==> src/rtl/music_box_state_make_recording.sv <==
`default_nettype none
// ============================================================================
// Module      : music_box_state_make_recording
// Description : Captures a fixed number of audio sample slots into SDRAM
//               through a small sample buffer and a one-request write engine.
// Revision    : 1.0 - initial release
// ============================================================================
module music_box_state_make_recording #(
    parameter logic [4:0] RECORD_STATE   = 5'd2,
    parameter int         RECORD_SAMPLES = 110250,
    parameter int         FIFO_DEPTH     = 4,
    parameter int         ACK_TIMEOUT    = 4096
) (
    input  logic        clock_50Mhz,
    input  logic        reset,
    input  logic [4:0]  mainState,
    input  logic [15:0] sample_data,
    input  logic        sample_valid,
    output logic        stateComplete,
    output logic [31:0] debugString,
    output logic [24:0] sdram_inputAddress,
    output logic [15:0] sdram_writeData,
    output logic        sdram_isWriting,
    output logic        sdram_inputValid,
    input  logic        sdram_recievedCommand,
    input  logic        sdram_isBusy
);

    localparam logic [2:0]  c_S_IDLE    = 3'd0;
    localparam logic [2:0]  c_S_CAPTURE = 3'd1;
    localparam logic [2:0]  c_S_DRAIN   = 3'd2;
    localparam logic [2:0]  c_S_DONE    = 3'd3;
    localparam logic [2:0]  c_S_FAULT   = 3'd4;
    localparam logic [0:0]  c_ENG_IDLE  = 1'b0;
    localparam logic [0:0]  c_ENG_REQ   = 1'b1;

    localparam int          c_PTR_W        = $clog2(FIFO_DEPTH);
    localparam int          c_CNT_W        = $clog2(FIFO_DEPTH + 1);
    localparam int          c_TMR_W        = $clog2(ACK_TIMEOUT + 1);
    localparam logic [c_CNT_W-1:0] c_DEPTH        = c_CNT_W'(FIFO_DEPTH);
    localparam logic [c_TMR_W-1:0] c_TIMEOUT_LAST = c_TMR_W'(ACK_TIMEOUT - 1);
    localparam logic [24:0]        c_SAMPLES      = 25'(RECORD_SAMPLES);

    logic [2:0]          r_state;
    logic [0:0]          r_eng;
    logic [24:0]         r_sample_index;
    logic [15:0]         r_overflow_count;
    logic [40:0]         r_fifo_mem [FIFO_DEPTH];
    logic [c_PTR_W-1:0]  r_wr_ptr;
    logic [c_PTR_W-1:0]  r_rd_ptr;
    logic [c_CNT_W-1:0]  r_count;
    logic [c_TMR_W-1:0]  r_timer;

    logic        w_in_record;
    logic        w_eng_active;
    logic        w_pop;
    logic        w_strobe;
    logic        w_push;
    logic        w_drop;
    logic        w_issue;
    logic        w_timeout;
    logic [24:0] w_index_next;
    logic [40:0] w_head;

    assign w_in_record  = (mainState == RECORD_STATE);
    assign w_eng_active = (r_state == c_S_CAPTURE) || (r_state == c_S_DRAIN);
    assign w_pop        = w_eng_active && (r_eng == c_ENG_REQ) && sdram_recievedCommand;
    assign w_strobe     = (r_state == c_S_CAPTURE) && sample_valid;
    // A full buffer still accepts when the head leaves in the same cycle.
    assign w_push       = w_strobe && ((r_count < c_DEPTH) || w_pop);
    assign w_drop       = w_strobe && !w_push;
    assign w_issue      = w_eng_active && (r_eng == c_ENG_IDLE) && (r_count != '0) && !sdram_isBusy;
    assign w_timeout    = w_eng_active && (r_eng == c_ENG_REQ) && !sdram_recievedCommand
                          && (r_timer == c_TIMEOUT_LAST);
    assign w_index_next = r_sample_index + 25'd1;
    assign w_head       = r_fifo_mem[r_rd_ptr];

    assign stateComplete = (r_state == c_S_DONE);
    assign debugString   = {r_overflow_count, 13'd0, r_state};

    always_ff @(posedge clock_50Mhz) begin
        if (w_push) begin
            r_fifo_mem[r_wr_ptr] <= {r_sample_index, sample_data};
        end
    end

    always_ff @(posedge clock_50Mhz) begin
        // Leaving the record state aborts everything, exactly like reset.
        if (reset || !w_in_record) begin
            r_state            <= c_S_IDLE;
            r_eng              <= c_ENG_IDLE;
            r_sample_index     <= '0;
            r_overflow_count   <= '0;
            r_wr_ptr           <= '0;
            r_rd_ptr           <= '0;
            r_count            <= '0;
            r_timer            <= '0;
            sdram_inputAddress <= '0;
            sdram_writeData    <= '0;
            sdram_isWriting    <= 1'b0;
            sdram_inputValid   <= 1'b0;
        end else begin
            case (r_state)
                c_S_IDLE:    r_state <= c_S_CAPTURE;
                c_S_CAPTURE: if (w_strobe && (w_index_next == c_SAMPLES)) r_state <= c_S_DRAIN;
                c_S_DRAIN:   if ((r_count == '0) && (r_eng == c_ENG_IDLE)) r_state <= c_S_DONE;
                c_S_DONE:    r_state <= c_S_DONE;
                c_S_FAULT:   r_state <= c_S_FAULT;
                default:     r_state <= c_S_IDLE;
            endcase
            if (w_timeout) begin
                r_state <= c_S_FAULT;
            end

            if (w_strobe) begin
                r_sample_index <= w_index_next;
            end
            if (w_drop && (r_overflow_count != 16'hFFFF)) begin
                r_overflow_count <= r_overflow_count + 16'd1;
            end

            if (w_push) begin
                r_wr_ptr <= r_wr_ptr + c_PTR_W'(1);
            end
            if (w_pop) begin
                r_rd_ptr <= r_rd_ptr + c_PTR_W'(1);
            end
            case ({w_push, w_pop})
                2'b10:   r_count <= r_count + c_CNT_W'(1);
                2'b01:   r_count <= r_count - c_CNT_W'(1);
                default: r_count <= r_count;
            endcase

            if (w_issue) begin
                r_eng              <= c_ENG_REQ;
                r_timer            <= '0;
                sdram_inputAddress <= w_head[40:16];
                sdram_writeData    <= w_head[15:0];
                sdram_isWriting    <= 1'b1;
                sdram_inputValid   <= 1'b1;
            end else if (w_pop || w_timeout) begin
                r_eng              <= c_ENG_IDLE;
                sdram_isWriting    <= 1'b0;
                sdram_inputValid   <= 1'b0;
            end else if (w_eng_active && (r_eng == c_ENG_REQ)) begin
                r_timer <= r_timer + c_TMR_W'(1);
            end
        end
    end

endmodule
`default_nettype wire

==> config.mk <==
export PLATFORM = sky130hd
export DESIGN_NAME = music_box_state_make_recording
export DESIGN_NICKNAME = d
export VERILOG_FILES = /design/src/rtl/music_box_state_make_recording.sv
export SDC_FILE = /design/constraint.sdc
export NUM_CORES = 1
export LEC_CHECK = 0
export CORE_ASPECT_RATIO = 1.5
export CORE_MARGIN = 4
export CORE_UTILIZATION = 38
export CTS_BUF_LIST = sky130_fd_sc_hd__clkbuf_8
export DETAILED_ROUTE_END_ITERATION = 10
export DONT_BUFFER_PORTS = 1
export HOLD_SLACK_MARGIN = 0.05
export PLACE_DENSITY = 0.61
export SYNTH_ARGS = -nofsm -noshare
export SYNTH_HDL_FRONTEND = slang
export SYNTH_SLANG_ARGS = --single-unit
==> constraint.sdc <==
create_clock -name clock_50Mhz -period 7.32 [get_ports clock_50Mhz]
set_clock_uncertainty 0.1 [all_clocks]
set_input_delay 0.366 -clock clock_50Mhz [delete_from_list [all_inputs] [get_ports clock_50Mhz]]
set_output_delay 0.366 -clock clock_50Mhz [all_outputs]
set_load 0.02 [all_outputs]
[Word-level counts from Yosys, hierarchy flattened]
Memory sizes are Yosys's and may differ from the RTL's. A register that Yosys moved wholly into a read port is not among the register bits.
Index checks and enable logic that the tools add are counted.
Operators by class
  add/sub/neg operators: 7
  $lt $le $gt $ge: 1
  eq/ne operators: 14
  multiplexer cells: 9
  bitwise logic cells: 2
  reductions and logical operators: 31
Operator list (count)
  $add A25 B1 Y25 const B: 1
  $eq A25 B17 Y1 const B: 1
  $add A16 B1 Y16 const B: 1
  $ne A16 B16 Y1 const B: 1
  $pmux W3 S5: 1
  $add A13 B1 Y13 const B: 1
  $eq A13 B12 Y1 const B: 1
  $logic_and A1 B1 Y1: 13
  $mux W3: 3
  $eq A3 B2 Y1 const B: 2
  $logic_not A3 Y1: 2
  $ne A3 B2 Y1 const B: 2
  $pmux W3 S2: 1
  $reduce_and A2 Y1: 3
  $eq A5 B2 Y1 const B: 1
  $add A2 B1 Y2 const B: 2
  $logic_not A1 Y1: 4
  $logic_or A1 B1 Y1: 4
  $mux W1: 4
  $ne A2 B1 Y1 const B: 2
  $reduce_bool A2 Y1: 2
  $reduce_or A2 Y1: 2
  $add A3 B1 Y3 const B: 1
  $eq A3 B1 Y1 const B: 1
  7 further kinds: 8
Storage, ports and cells
  flip-flop bits (word level): 65
  memory bits (writable): 164
  input port bits: 26
  output and inout port bits: 76
  word-level logic and storage cells: 74
  memories kept: 1
Memories
  r_fifo_mem: depth 4, bits a word 41, read ports 1, clocked after Yosys merged registers in 1, wr ports 1, RTL line 48  | logic [40:0] r_fifo_mem [FIFO_DEPTH];

[Depth between registers and ports, before layout]
  word-level depth: 9
  gate-level depth with buffers: 11
  mapped depth without buffers: 11

[Worst setup path before layout]
OpenSTA, ideal clock, no wires.
  path kind: register -> register
  from: register r_state[0]
  to: memory r_fifo_mem[0][0], enable pin
  library setup time: 402 ps
  arrival: 2362 ps
  required time: 6818 ps
  slack: 4455 ps
  cell stages (with the launch flop): 6
  buffers on the path: 0
  period minus slack after synthesis: 2865 ps
  cell sequence: dfxtp_1 -> xnor2_1 -> nor2_1 -> nand3_1 -> a21oi_1 -> and2_1
Between the ends
  cells in the longest elaborated chain, start to end: 8
  elaborated cells between the ends (all ways): 10
  classes of those cells: eq/ne (2); mux (2); reduce/logical (6)
RTL lines
  start, declared: RTL line 44  | logic [2:0] r_state;
  start signal, assigned: RTL line 90  | r_state <= c_S_IDLE;
  start signal, assigned: RTL line 104  | c_S_IDLE: r_state <= c_S_CAPTURE;
  start signal, assigned: RTL line 105  | c_S_CAPTURE: if (w_strobe && (w_index_next == c_SAMPLES)) r_state <= c_S_DRAIN;
  $eq A3 B1 Y1 or $eq A3 B2 Y1 (tied branches): RTL line 66, 68
  $logic_or A1 B1 Y1: RTL line 66  | assign w_eng_active = (r_state == c_S_CAPTURE) || (r_state == c_S_DRAIN);
  $logic_and A1 B1 Y1 (2 in series): RTL line 67  | assign w_pop = w_eng_active && (r_eng == c_ENG_REQ) && sdram_recievedCommand;
  $logic_or A1 B1 Y1: RTL line 70  | assign w_push = w_strobe && ((r_count < c_DEPTH) || w_pop);
  $logic_and A1 B1 Y1 (*): RTL line 70
  $mux W1 (*): RTL line 82  | if (w_push) begin
  $mux W1 (not written as such) (*): RTL line 83  | r_fifo_mem[r_wr_ptr] <= {r_sample_index, sample_data};
  end, declared: RTL line 48
Mark *: on every way between the ends. The rest lies on a longest branch, timed or not.

[Final worst setup path]
  from: register r_state[0]
  to: memory r_fifo_mem[0][14], enable pin
Same word-level chain as after synthesis.

==> metrics.yaml <==
run_status:
  status: "finished clean"
placed_design:
  dp_hpwl_um: 13200
  gp_congestion: 0.769
  dpl.cell_count: 1122
  io_buffer_count: 0
drt:
  drt-initial-drc-count: 375
  drcViolationCount: 0
  routed_wl_um: 21200
  ant_nets: 0
  via_per_inst: 5.10
  vias: 6181
  wl_per_cell_um: 17.5
  first_pass_iters: 4
timing:
  worstMarginPinSlew_ns: 0.981
  setup-tns-final_ns: 0
  fmax_mhz: 318
  slew_violations: 0
  rsz0062_at_grt: "no"
  hold_viol_final: 0
  fin_crit_ns: 3.14
  setup_violations: 0
  timing.final.crit_share_pct: 43.0
  max_slew_margin_pct: 34.4
clock_tree:
  postCtsSetupBuffers: 0
  cts_root_buffer: "clkbuf_8"
  clk_path_buf_depth: 3
  htreeDepth: 2
  cts_buffers: 40
  worst_skew_pair.late_latency_ns: 0.56
  clkTransAtPathRegs_ns: 0.06
  tritoncts: "done"
  cts_sinks: 270
critical_path:
  worstPathRequired_ns: 7.42
  cp_max_fo: 27
  worstSetupPathType: "register to register"
  cp_data_arrival_time_ns: 3.24
  crit_path_start_kind: "register"
  crit_path_end_kind: "register"
grt:
  grt_max_degree: 73
  grt_first_pass_wirelength_um: 34400
  globalRoute.busiestLayer: "met2"
  grtUsageMet1_pct: 15.4
  grt_antenna_before_repair: 0
  grt_usage_pct: 13.7
  use_met3_pct: 2.86
  grt_overflow: 0
  grtUsageMet2_pct: 25.0
  grt_pass1_vias: 6219
power_and_ir_drop:
  power_frac_seq_pct: 54.8
  p_int_mw: 2.33
  powerDensity_mw_per_mm2: 242
  switching_share_pct: 20.3
  switching_power_mw: 0.595
  clock_power_share_pct: 44.5
  peakVddDrop_v: 0.0000948
  comb_power_share_pct: 0.8
  p_leak_nw: 3.81
  power_mw: 2.92
logic_synthesis:
  synth_cell_types: 55
  synth-seq-cells: 270
  synth-edff-count: 164
  syn_area_mm2: 0.0108
  synthFlopType: "edfxtp_1"
  synth-seq-area-share_pct: 65.5
  yosysWarnings: 0
  syn_inst: 806
  syn_area_per_cell_um2: 13.3
  synthArstFlopShare_pct: 0
cells_and_area:
  fin_nets: 871
  mostFrequentLayoutCell: "edfxtp_1"
  syn2layout_area_growth_pct: 12.2
  final_cell_mix: "edfxtp_1, nand2_1, dfxtp_1"
  drive_gt1_share_pct: 14.8
  fillCellCount: 2546
  antennaDiodeCount: 0
  layout.cells.non_filler: 1211
flow_run:
  max_cap_violations: 0
die:
  fp-row-count: 75
  die_w_um: 145
  num_io_pins: 102
  start_util_pct: 38.4
  coreArea_mm2: 0.0280
  die_y_um: 214
  die_area_mm2: 0.0311
min_path:
  hold_path.class: "primary input to register"
## stage by stage
stage / utilization [%] / worst slack [ns] / cell area [um^2] / hold slack, ns
after detailed placement: 39.4 / 4.13 / 11000 / 0.347
final: 43.1 / 4.18 / 12100 / 0.277
after global placement: 39.4 / 4.22 / 11000 / 0.336
after floorplan: - / 4.46 / 10800 / 0.324
after CTS: 43.1 / 4.12 / 12100 / 0.223
after global routing: 43.1 / 3.91 / 12100 / 0.276
## routing by layer
metal  part of all wire [%]  vias up  wire (um)
li1                       -     2978          -
met1                     39     3059       8370
met2                     54      107      11500
met3                    3.8       37        810
met4                    2.6        0        558
met5                      0        -          0
## area by class of cell
type / count / area (um^2) / share of cell area, %
clock buffers: 49 / 674 / 5.59
clock inverters: 23 / 191 / 1.59
inverters: 19 / 71.3 / 0.591
multi-input cells: 479 / 3420 / 28.3
flip-flops and latches: 270 / 7050 / 58.4
well taps: 346 / 433 / 3.59
repair buffers: 25 / 230 / 1.91
## synthesized netlist by cell type, types with 2 or more instances
master	count	area share [%]
edfxtp_1	164	46
nand2_1	107	3.7
dfxtp_1	106	20
nor2_1	63	2.2
a21oi_1	55	2.6
mux4_2	41	8.6
xor2_1	33	2.7
clkbuf_1	25	0.87
nand4_1	22	1.3
xnor2_1	22	1.8
nand3_1	21	0.98
inv_1	19	0.66
buf_4	14	0.98
and3_1	12	0.70
or3_1	10	0.58
ha_1	9	1.0
nor3_1	9	0.42
o21ai_0	7	0.33
and2_1	6	0.35
buf_1	6	0.21
and4_1	5	0.41
nor4_1	5	0.29
buf_6	4	0.42
mux2i_1	4	0.37
o21ai_1	3	0.14
a211oi_1	2	0.14
a31oi_1	2	0.12
nor4b_1	2	0.16
or4_1	2	0.14
## worst paths after layout
| check | start | to | slack [ns] | depth (start not counted) |
|---|---|---|---|---|
| worst max-delay path | r_state[0] | r_fifo_mem[0][14] | 4.18 | 6 |
| worst min-delay path | sample_valid | r_sample_index[13] | 0.28 | 4 |
| worst max register to register | r_state[0] | r_fifo_mem[0][14] | 4.18 | 6 |
| worst min register to register | r_timer[12] | r_timer[12] | 0.36 | 2 |
## power by group through the flow
stage	clock [mW]	sequential [mW]	combinational [mW]
global placement	0	1.63	0.0111
CTS	1.35	1.60	0.0225
detailed placement	0	1.63	0.0111
floorplan	0	1.63	0.0151
global route	1.42	1.60	0.0239
finish	1.30	1.60	0.0223
## flip-flops by register name, summed over array words and instances, names as in the netlist
register,count
r_rd_ptr,2
r_overflow_count,16
r_eng,1
sdram_writeData,16
r_state,3
r_count,3
r_sample_index,25
r_wr_ptr,2
r_fifo_mem,164
r_timer,13
sdram_inputAddress,25
## cell families after synthesis
kind of cell    count (synthesis)  share of synthesized area (%)
flops                         270                           65.5
other cells                     1                         0.0349
simple gates                  279                           12.6
mux                            45                           8.96
fa+ha+maj                      10                           1.23
buf+inv                        69                           3.19
compound gates                 77                           3.97
xor+xnor                       55                           4.48
## critical path, stage by stage, from the launching register on
cell	delay [ns]
dfxtp_1	0.61
xnor2_1	0.18
nor2_1	0.24
nand3_1	0.13
a21oi_1	0.52
and2_2	0.53
buf_4	0.47
## what timing repair did
action	CTS	global route
hold buffers	17	0
endpoints found under the hold margin	67	0
setup endpoints to repair	0	0
resized for setup	0	0
Power figures use the tool's default switching activity.
